--- config.mk ---
export PLATFORM = sky130hd
export DESIGN_NAME = rc4_prga_decrypt
export DESIGN_NICKNAME = d
export VERILOG_FILES = /design/src/rtl/rc4_pkg.sv /design/src/rtl/rc4_counter.sv /design/src/rtl/rc4_prga_decrypt.sv
export SDC_FILE = /design/constraint.sdc
export NUM_CORES = 1
export LEC_CHECK = 0
export ABC_AREA = 0
export CORE_UTILIZATION = 54
export CTS_BUF_LIST = sky130_fd_sc_hd__clkbuf_16
export DETAILED_ROUTE_END_ITERATION = 8
export PLACE_DENSITY_LB_ADDON = 0.1
export REMOVE_ABC_BUFFERS = 1
export SLEW_MARGIN = 25
export SYNTH_ARGS = -nofsm -noshare
export SYNTH_HDL_FRONTEND = slang
export SYNTH_HIERARCHICAL = 1
export SYNTH_SLANG_ARGS = --single-unit
--- constraint.sdc ---
create_clock -name clk -period 2.1 [get_ports clk]
set_input_delay 0.21 -clock clk [delete_from_list [all_inputs] [get_ports clk]]
set_output_delay 0.21 -clock clk [all_outputs]
set_load 0.05 [all_outputs]
--- src/rtl/rc4_pkg.sv ---
// Shared RC4 definitions: PRGA state encoding and default message length.
package rc4_pkg;

  localparam int unsigned DefaultMsgLen = 32;

  typedef enum logic [3:0] {
    StIdle,
    StIncI,
    StRdSi,
    StLtSi,
    StRdSj,
    StLtSj,
    StWrSj,
    StWrSi,
    StRdF,
    StLtF,
    StWrDec,
    StNextK,
    StDone
  } prga_state_e;

endpackage

--- src/rtl/rc4_counter.sv ---
// Shared up-counter with synchronous clear and count enable.
module rc4_counter #(
  parameter int unsigned Width = 9
) (
  input  logic             clk,
  input  logic             reset,
  input  logic             clear,
  input  logic             en,
  output logic [Width-1:0] count
);

  always_ff @(posedge clk or posedge reset) begin
    if (reset) begin
      count <= '0;
    end else if (clear) begin
      count <= '0;
    end else if (en) begin
      count <= count + Width'(1);
    end
  end

endmodule

--- src/rtl/rc4_prga_decrypt.sv ---
// RC4 PRGA stage: permutes the pre-initialised S RAM and XORs the keystream
// with ciphertext ROM bytes, writing plaintext to the decrypt RAM.
module rc4_prga_decrypt
  import rc4_pkg::*;
#(
  parameter int unsigned MSG_LEN = DefaultMsgLen
) (
  input  logic       clk,
  input  logic       reset,
  input  logic       start,
  output logic       done,
  output logic [7:0] s_address,
  output logic [7:0] s_data,
  output logic       s_wren,
  input  logic [7:0] s_q,
  output logic [7:0] rom_address,
  input  logic [7:0] rom_q,
  output logic [7:0] dec_address,
  output logic [7:0] dec_data,
  output logic       dec_wren
);

  // k is 9 bits so that MSG_LEN = 256 still reaches its last index cleanly.
  localparam logic [8:0] LastK = 9'(MSG_LEN - 1);

  prga_state_e state;
  logic [7:0]  i, j, si, sj, f, enc;
  logic [8:0]  k;
  logic        k_clear, k_en, last_k;

  assign last_k  = (k == LastK);
  assign k_clear = ((state == StIdle) || (state == StDone)) && start;
  assign k_en    = (state == StNextK) && !last_k;

  rc4_counter #(
    .Width (9)
  ) u_k_counter (
    .clk   (clk),
    .reset (reset),
    .clear (k_clear),
    .en    (k_en),
    .count (k)
  );

  always_ff @(posedge clk or posedge reset) begin
    if (reset) begin
      state <= StIdle;
      i     <= '0;
      j     <= '0;
      si    <= '0;
      sj    <= '0;
      f     <= '0;
      enc   <= '0;
    end else begin
      unique case (state)
        StIdle, StDone: begin
          if (start) begin
            state <= StIncI;
            i     <= '0;
            j     <= '0;
          end
        end
        StIncI: begin
          i     <= i + 8'd1;
          state <= StRdSi;
        end
        StRdSi: state <= StLtSi;
        StLtSi: begin
          si    <= s_q;
          j     <= j + s_q;
          state <= StRdSj;
        end
        StRdSj: state <= StLtSj;
        StLtSj: begin
          sj    <= s_q;
          state <= StWrSj;
        end
        StWrSj: state <= StWrSi;
        StWrSi: state <= StRdF;
        StRdF:  state <= StLtF;
        StLtF: begin
          f     <= s_q;
          enc   <= rom_q;
          state <= StWrDec;
        end
        StWrDec: state <= StNextK;
        StNextK: state <= last_k ? StDone : StIncI;
        default: state <= StIdle;
      endcase
    end
  end

  // Outputs decode from the state register only, so reset clears them at once.
  always_comb begin
    done        = (state == StDone);
    s_address   = '0;
    s_data      = '0;
    s_wren      = 1'b0;
    rom_address = '0;
    dec_address = '0;
    dec_data    = '0;
    dec_wren    = 1'b0;
    unique case (state)
      StRdSi: s_address = i;
      StRdSj: s_address = j;
      StWrSj: begin
        s_address = j;
        s_data    = si;
        s_wren    = 1'b1;
      end
      StWrSi: begin
        s_address = i;
        s_data    = sj;
        s_wren    = 1'b1;
      end
      StRdF: begin
        s_address   = si + sj;
        rom_address = k[7:0];
      end
      StWrDec: begin
        dec_address = k[7:0];
        dec_data    = f ^ enc;
        dec_wren    = 1'b1;
      end
      default: ;
    endcase
  end

endmodule

==> results.txt, run 1 <==
- The count of buffers added on input and output ports is a little over 60.
- After detailed routing, the number of remaining DRC violations is 5.
- Proportion of total power due to net switching: 41.3%
* DR vias: approximately 3.8k
- The layout has ~290 filler cells.
- Seq/Total Area, Yosys: 41.1%
- Top cell family by delay on the critical path: compound AO/OA/AOI/OAI gates
- Worst vdd rail ir drop: around 1100 uV
* Max-slew violation total from the final report: 0
* Critical path class: reg2out
* Total Wirelength: between 10000 and 15000 um
- Relative to the synthesized area, the layout overhead comes to 54.9%.
- Gate power share: 57.4%
* Number of register bits inferred by synthesis: 61
- Once the floorplan was initialized, standard cells occupied 57.1% of the core.
- Across the routed clock network, the largest skew measured is between 0.004 and 0.005 ns.
* Worst Path Max Fanout: 2
* Count of cell types in the netlist: 52
- Total core area: approximately 0.0065 sq mm
* Hold bufs inserted after CTS: 0
- Sum Neg Setup Slack: -2.61 ns
- For this design the ratio of total power to cell area is roughly 1600 mW/mm^2.
- Dominant cell type by area after synthesis: sky130_fd_sc_hd__dfrtp_1
- Slew at the pin with the worst max-slew slack: approximately 0.89 ns
- In the layout the commonest cells are sky130_fd_sc_hd__buf_4 (67), sky130_fd_sc_hd__dfrtp_1 (57), sky130_fd_sc_hd__nand2_1 (46).
- Global routing consumed, over all layers together, 34.4% of the routing resources.
- After clock tree synthesis, the clock-pin slew on the worst setup and hold paths is about 0.050 ns.
- The routed design could run at a clock period as short as roughly 2.6 ns.
* Most used DFF post-synth: sky130_fd_sc_hd__dfrtp_1
- H-tree levels: 3
- Average via count per standard cell: 6.36
* Number of rows in the core area: 29
- Reg power frac: between 20 and 25%
- The die is roughly 85 um tall.
- Library cell used as clock root buffer: sky130_fd_sc_hd__clkbuf_16
* Fin util: 88.5%
- Fmax: ~0.4 GHz
- In this run the power spent charging and discharging nets is roughly 0.0037 W.
- Together, buffers and inverters on the worst path number 1.
- The congestion estimate from routability-driven global placement came to approximately 0.90.
* Critical path launch point type: flop
* Part of the cycle the worst path needs: 122%
* Final antenna diode count: 0
- At the worst endpoint, the arrival time is around 2.4 ns.
- Vias in the first global route: 3759
* Final WS setup: -0.462 ns
* Die Footprint: about 0.0072 sq mm
- The tree built by TritonCTS fans out to 61 sinks.
* Leading cell type in the layout, fill and taps excluded: sky130_fd_sc_hd__buf_4
- Internal power comes to around 0.0053 W.
- Reg area: 0.00153 sq mm
- Counting every instance in the synthesized netlist gives about 390.
* Cells on worst reg2reg path: 6
- The largest single stage delay on the critical path is 0.39 ns.
- Count of endpoints failing hold in the final timing report: 0
- The number of antenna violations at the first check in global routing is 0.
* Syn_area_per_cell: approximately 9.6 sq um
- Insertion delay to the later sink of the worst-skew pair: 0.33 ns
* Drt initial violations: 412
* Chip Width: 84.9 um
- Critical Path, Cell by Cell: ha_2, fa_2, a21o_1, a31o_2, a21oi_2, xor2_1, o21ai_2, buf_12
- Number of flops mapped to enable cells by yosys: 0
- # Max-Cap Violations: 0
* Number of nets in the layout: roughly 550
- Post-synthesis instance area: 0.00371 sq mm
* Crit path max-delay cell type: sky130_fd_sc_hd__dfrtp_1
- Global-route wire length before repair: roughly 19000 um
- Per report_power, the clock group accounts for about 19% of the total.
* Worst min-delay path class: in2async
- Number of clock buffers inserted by TritonCTS: 9
* Post-synth ARST share: 100%
* Maximum number of pins on one net before global-route repair: 33
- Startpoint of the lowest-slack register-to-register path: u_k_counter/count[7]
* TritonCTS clock tree: built
* Violations in the final reports: design-rule violations, negative setup slack
- Across all register-to-register paths, the minimum setup slack is 0.08 ns.
- Count of pins on the block boundary: slightly above 60
* Critical Path Sink Type: output pin
- Multi-input gate area: about 0.0022 sq mm
- Global routing finished with a remaining overflow of 0.
- Leakage power total: 2.65 nW
- Data on the critical path is required at its endpoint by roughly 1.9 ns.
* DP Wirelength: between 7000 and 8000 um
- The endpoint identified for the worst register-to-register timing path is u_k_counter/count[8].
- Setup repair after global routing missed its margin: yes
- Finish-stage setup viols: 9
- Remaining number of nets flagged by the antenna check after routing: 0
- Top cell type's share of synthesized area: between 40% and 50%
- In the final routed layout, each cell accounts on average for just over 20 um.
- No sink is reached through more buffers than the 2 on the longest clock path.
- Run status: complete, but fails checks
* Max transition margin: 40.5%
- In the final layout, the share of cells above drive strength 1 is 36.4%.
- Number of warnings issued by yosys: 6
* Dominant cells by area after synthesis: sky130_fd_sc_hd__dfrtp_1 (41%), sky130_fd_sc_hd__mux2_2 (7.3%), sky130_fd_sc_hd__ha_1 (5.4%), sky130_fd_sc_hd__nand2_1 (4.8%), sky130_fd_sc_hd__xnor2_1 (4.2%)
- DRT Pass-1 Iters: 7
[registers in the layout, indices dropped and copies added (netlist names)]
signal	cells
u_k_counter/count	9
state	4
j	8
i	8
f	8
si	8
sj	8
enc	8
[worst reg2reg max path, cell delays in order (launching register included)]
cell and delay [ns]:
sky130_fd_sc_hd__dfrtp_1 0.38, sky130_fd_sc_hd__nand4bb_1 0.21, sky130_fd_sc_hd__or4_4 0.53, sky130_fd_sc_hd__and4_4 0.24, sky130_fd_sc_hd__o2111ai_4 0.29, sky130_fd_sc_hd__o21ai_1 0.14
sky130_fd_sc_hd__a21oi_2 0.16
[cell families (layout without fill, tap and decap cells)]
family                   after synthesis  in the layout  share of synthesized area (%)
AND/OR/NAND/NOR                      149            149                           20.5
buffers and inverters                 28            157                           3.64
multiplexers                          34             34                           9.98
adder cells (fa/ha/maj)               18             18                           6.48
XOR/XNOR                              26             26                           6.14
AO/OA/AOI/OAI                         71             71                           12.1
flip-flops                            61             61                           41.1
[cell usage after synthesis (4+ instances only)]
cell,number
sky130_fd_sc_hd__dfrtp_1,61
sky130_fd_sc_hd__nand2_1,47
sky130_fd_sc_hd__nor2_1,35
sky130_fd_sc_hd__o21ai_0,27
sky130_fd_sc_hd__mux2_2,24
sky130_fd_sc_hd__and3_1,18
sky130_fd_sc_hd__xnor2_1,18
sky130_fd_sc_hd__ha_1,16
sky130_fd_sc_hd__a21oi_1,15
sky130_fd_sc_hd__nand3_1,15
sky130_fd_sc_hd__inv_1,11
sky130_fd_sc_hd__mux2i_1,10
sky130_fd_sc_hd__buf_2,9
sky130_fd_sc_hd__xor2_1,8
sky130_fd_sc_hd__buf_4,5
sky130_fd_sc_hd__or3_1,5
sky130_fd_sc_hd__a21o_1,4
sky130_fd_sc_hd__a22oi_1,4
sky130_fd_sc_hd__nand4_1,4
[stage by stage]
step | area (sq um) | instances | setup WS, ns | hold WS [ns] | power, W
after CTS | 5680 | 590 | -0.403 | 0.240 | 0.00867
after floorplan | 3620 | 370 | -0.838 | 0.0379 | 0.00464
after global routing | 5750 | 593 | -0.472 | 0.264 | 0.00942
after global placement | 5170 | 563 | -0.242 | 0.483 | 0.00633
after detailed placement | 5170 | 563 | -0.298 | 0.485 | 0.00653
final | 5750 | 593 | -0.462 | 0.240 | 0.00901
[area by class of cell]
cell class              instances  area share, %
well taps                      77           1.68
flip-flops and latches         61           26.7
multi-input cells             298           37.9
repair buffers                130           27.3
clock inverters                 7           1.85
clock buffers                   9           3.92
inverters                      11          0.719
[routing by layer]
layer / up-vias / global-route usage, % / wire [um]
met5: - / 0 / 0
met4: 0 / 14.9 / 539
met3: 64 / 7.49 / 952
met2: 240 / 59.1 / 5950
met1: 1844 / 42.1 / 4690
li1: 1625 / - / -
[worst max-delay path by stage]
stage	start	end	slack (ns)	cells after the start
2_1_floorplan	si[0]	s_address[6]	-0.84	7
3_3_place_gp	si[0]	s_address[6]	-0.24	9
3_5_place_dp	si[0]	s_address[6]	-0.30	9
4_1_cts	sj[0]	s_address[6]	-0.40	8
5_1_grt	sj[0]	s_address[6]	-0.47	8
6_report	sj[0]	s_address[6]	-0.46	8
[power by group through the flow]
| stage | clock network (W) | logic (W) | registers (W) |
|---|---|---|---|
| 2_1_floorplan | 0 | 0.00253 | 0.00211 |
| 3_3_place_gp | 0 | 0.00424 | 0.00209 |
| 3_5_place_dp | 0 | 0.00441 | 0.00213 |
| 4_1_cts | 0.00167 | 0.00487 | 0.00213 |
| 5_1_grt | 0.00173 | 0.00548 | 0.00220 |
| 6_report | 0.00167 | 0.00517 | 0.00217 |
[what timing repair did]
action                                  4_1_cts  5_1_grt
pin swaps                                    15       14
endpoints found under the setup margin       18       17
buffers inserted                             13        4
gates resized for setup                      27       15
Note: power is estimated with default switching activity, not from simulation.
==> inputs of run 2 (changes only) <==
- CELL_PAD_IN_SITES_DETAIL_PLACEMENT: unset -> 1
- CELL_PAD_IN_SITES_GLOBAL_PLACEMENT: unset -> 1
- CORE_UTILIZATION: 54 -> 41
- SKIP_LAST_GASP: unset -> 1
- SLEW_MARGIN: 25 -> 20
==> results.txt, run 2 (synthesized netlist as in run 1, its figures left out) <==
- Run status: complete, but fails checks
- Violations in the final reports: negative setup slack
- Tmin final: 2.66 ns (+0.100 ns)
* Layout cell share with drive strength beyond 1: 39.3% (+2.9 points)
- Number of clock buffers inserted by TritonCTS: 9 (unchanged)
- Die Footprint: 0.00943 sq mm (+31%)
- Worst vdd rail ir drop: 863 uV (-21%)
- The ratio of total power to cell area came to 1540 mW/mm^2 (-1.7%).
* Leading cell type in the layout, fill and taps excluded: sky130_fd_sc_hd__buf_4
- The worst-case hold slack is 0.232 ns (-0.00802 ns).
- The number of hold violations in the final report was 0 (unchanged).
* Multi-input gate area: 0.00224 sq mm (+2.9%)
- The arrival time at the worst endpoint is 2.45 ns (+0.10 ns).
* Drt initial violations: 180 (-56%)
- Area added between synthesis and finish: 56.3%
* Reg area: 0.00153 sq mm (about the same)
- Setup repair after global routing missed its margin: yes
- Final WS setup: -0.562 ns (-0.100 ns)
- The y dimension of the die was 97.1 um (+14%).
- Number of nets in the layout: 545 (-0.55%)
* Hold bufs inserted after CTS: 0 (unchanged)
* Worst endpoint required time: 1.89 ns (about the same)
* Final antenna diode count: 0 (unchanged)
* Fmax: 0.376 GHz (-3.8%)
- The port buffer count came to 61 (unchanged).
- Pre-CTS WS: -0.377 ns (-0.0789 ns)
- Sum Neg Setup Slack: -2.56 ns (+0.0461 ns)
- Layout fillers: 920 (+220%)
- Final clock skew: 0.00943 ns (+0.00519 ns)
- Startpoint of the lowest-slack register-to-register path: state[2]
- Insertion delay to the later sink of the worst-skew pair: 0.33 ns (about the same)
- Finished Cell Area: 0.00580 sq mm (+0.94%)
- The static leakage came to 2.60 nW (-1.7%).
* Number of design rule violations left after detail routing: 0 (-5)
* Total Wirelength: 13200 um (+8.7%)
- The number of antenna violations at the first check in global routing came to 0 (unchanged).
- The worst hold path belongs to the class in2async.
- GRT Resource Usage Total: 28.0% (-6.5 points)
- The number of global-route vias before repair is 3875 (+3.1%).
- TritonCTS built the clock tree.
- DRT Pass-1 Iters: 5 (-2)
- Critical path launch point type: flop
- The x dimension of the die is 97.1 um (+14%).
* Critical Path Sink Type: output pin
* Max-slew violation total from the final report: 0 (unchanged)
* Count of pins on the block boundary: 62 (unchanged)
- The clock transition at the register clock pins on the worst setup and hold paths after CTS was 0.05 ns (about the same).
* Part of the cycle the worst path needs: 127% (+4.8 points)
- Slew at the pin with the worst max-slew slack: 0.477 ns (-0.412 ns)
- The average routed wire per standard cell came to 21.3 um (+4.1%).
- The placer's final routability congestion estimate was 0.826 (-7.8%).
* Max transition margin: 68.2% (+28 points)
- The number of max-cap violations is 0 (unchanged).
- Worst setup startpoint: si[0]
* Global-route wire length before repair: 20600 um (+8.6%)
- The final number of setup-violating endpoints is 8 (-1).
- The sum of net half-perimeters after detailed placement came to 8560 um (+14%).
- The row count is 34 (+17%).
- The maximum number of buffers from clock root to sink came to 2 (unchanged).
* Worst Path Max Fanout: 2 (unchanged)
- The initial cell density of the core is 42.5% (-15 points).
* Number of clock sinks seen by CTS: 61 (unchanged)
- Aggregate global routing overflow: 0 (unchanged)
- The reg-to-reg setup timing slack is 0.07 ns (about the same).
- DR vias: 3606 (-4.4%)
- The core box area was 0.00872 sq mm (+34%).
* Remaining number of nets flagged by the antenna check after routing: 0 (unchanged)
* Register containing the most flip-flops in the final layout: u_k_counter/count
- H-tree levels: 3 (unchanged)
- Library cell used as clock root buffer: sky130_fd_sc_hd__clkbuf_16
- Number of flip-flops in the largest register: 9 (unchanged)
- Maximum number of pins on one net before global-route repair: 53 (+61%)
- Highest-count cells in the layout ignoring fill and taps: sky130_fd_sc_hd__buf_4 (62), sky130_fd_sc_hd__dfrtp_1 (56), sky130_fd_sc_hd__nand2_1 (46)
- The placement-stage cell area was 0.00523 sq mm (+1.2%).
- Critical path class: reg2out
- Average via count per standard cell: 5.83 (-8.4%)
==> run 2: timing repair <==
item | in CTS | in global routing
pin swaps | 17 | 13
buffers inserted | 10 | 4
gates resized for setup | 40 | 21
endpoints found under the setup margin | 28 | 29
==> run 2: critical path, stage by stage (launching register included) <==
cell	delay (ns)
sky130_fd_sc_hd__dfrtp_1	0.43
sky130_fd_sc_hd__ha_4	0.20
sky130_fd_sc_hd__fa_2	0.39
sky130_fd_sc_hd__a21o_1	0.22
sky130_fd_sc_hd__buf_4	0.14
sky130_fd_sc_hd__a21oi_2	0.17
sky130_fd_sc_hd__xor2_1	0.11
sky130_fd_sc_hd__o21ai_2	0.27
sky130_fd_sc_hd__buf_12	0.18
==> run 2: final cells by class <==
class	count	share of cell area [%]
multi-input combinational	298	38.7
timing repair buffer	127	27.1
sequential	61	26.4
clock buffer	9	3.88
tap	108	2.33
clock inverter	5	0.928
inverter	11	0.712
==> run 2: worst paths after layout <==
path / cells after the start / to
max in group asynchronous: 3 / state[0]
worst min register to register: 1 / j[7]
worst max register to register: 7 / u_k_counter/count[5]
min in group clk: 2 / enc[1]
worst min-delay path: 2 / u_k_counter/count[1]
worst max-delay path: 8 / s_address[4]
==> run 2: layer usage <==
metal	part of all wire (%)	global-route usage, %	vias to the layer above	wire length (um)
met1	44	36.3	1841	5770
met2	49	48.2	123	6460
met4	3.1	9.99	0	403
met5	0	0	-	0
li1	-	-	1607	-
met3	4.1	3.24	35	536
==> run 2: power breakdown <==
| part | leakage [nW] | switching [W] | internal [W] |
|---|---|---|---|
| clock network | 0.132 | 0.000530 | 0.000897 |
| registers | 0.759 | 0.000513 | 0.00167 |
| logic | 1.71 | 0.00281 | 0.00252 |
==> run 2: metrics by stage <==
stage                     power, W  cells  utilization [%]
after floorplan            0.00464    370                -
after global placement     0.00642    594             60.0
after detailed placement   0.00662    594             60.0
after CTS                  0.00847    616             65.3
after global routing       0.00939    619             66.5
final                      0.00894    619             66.5
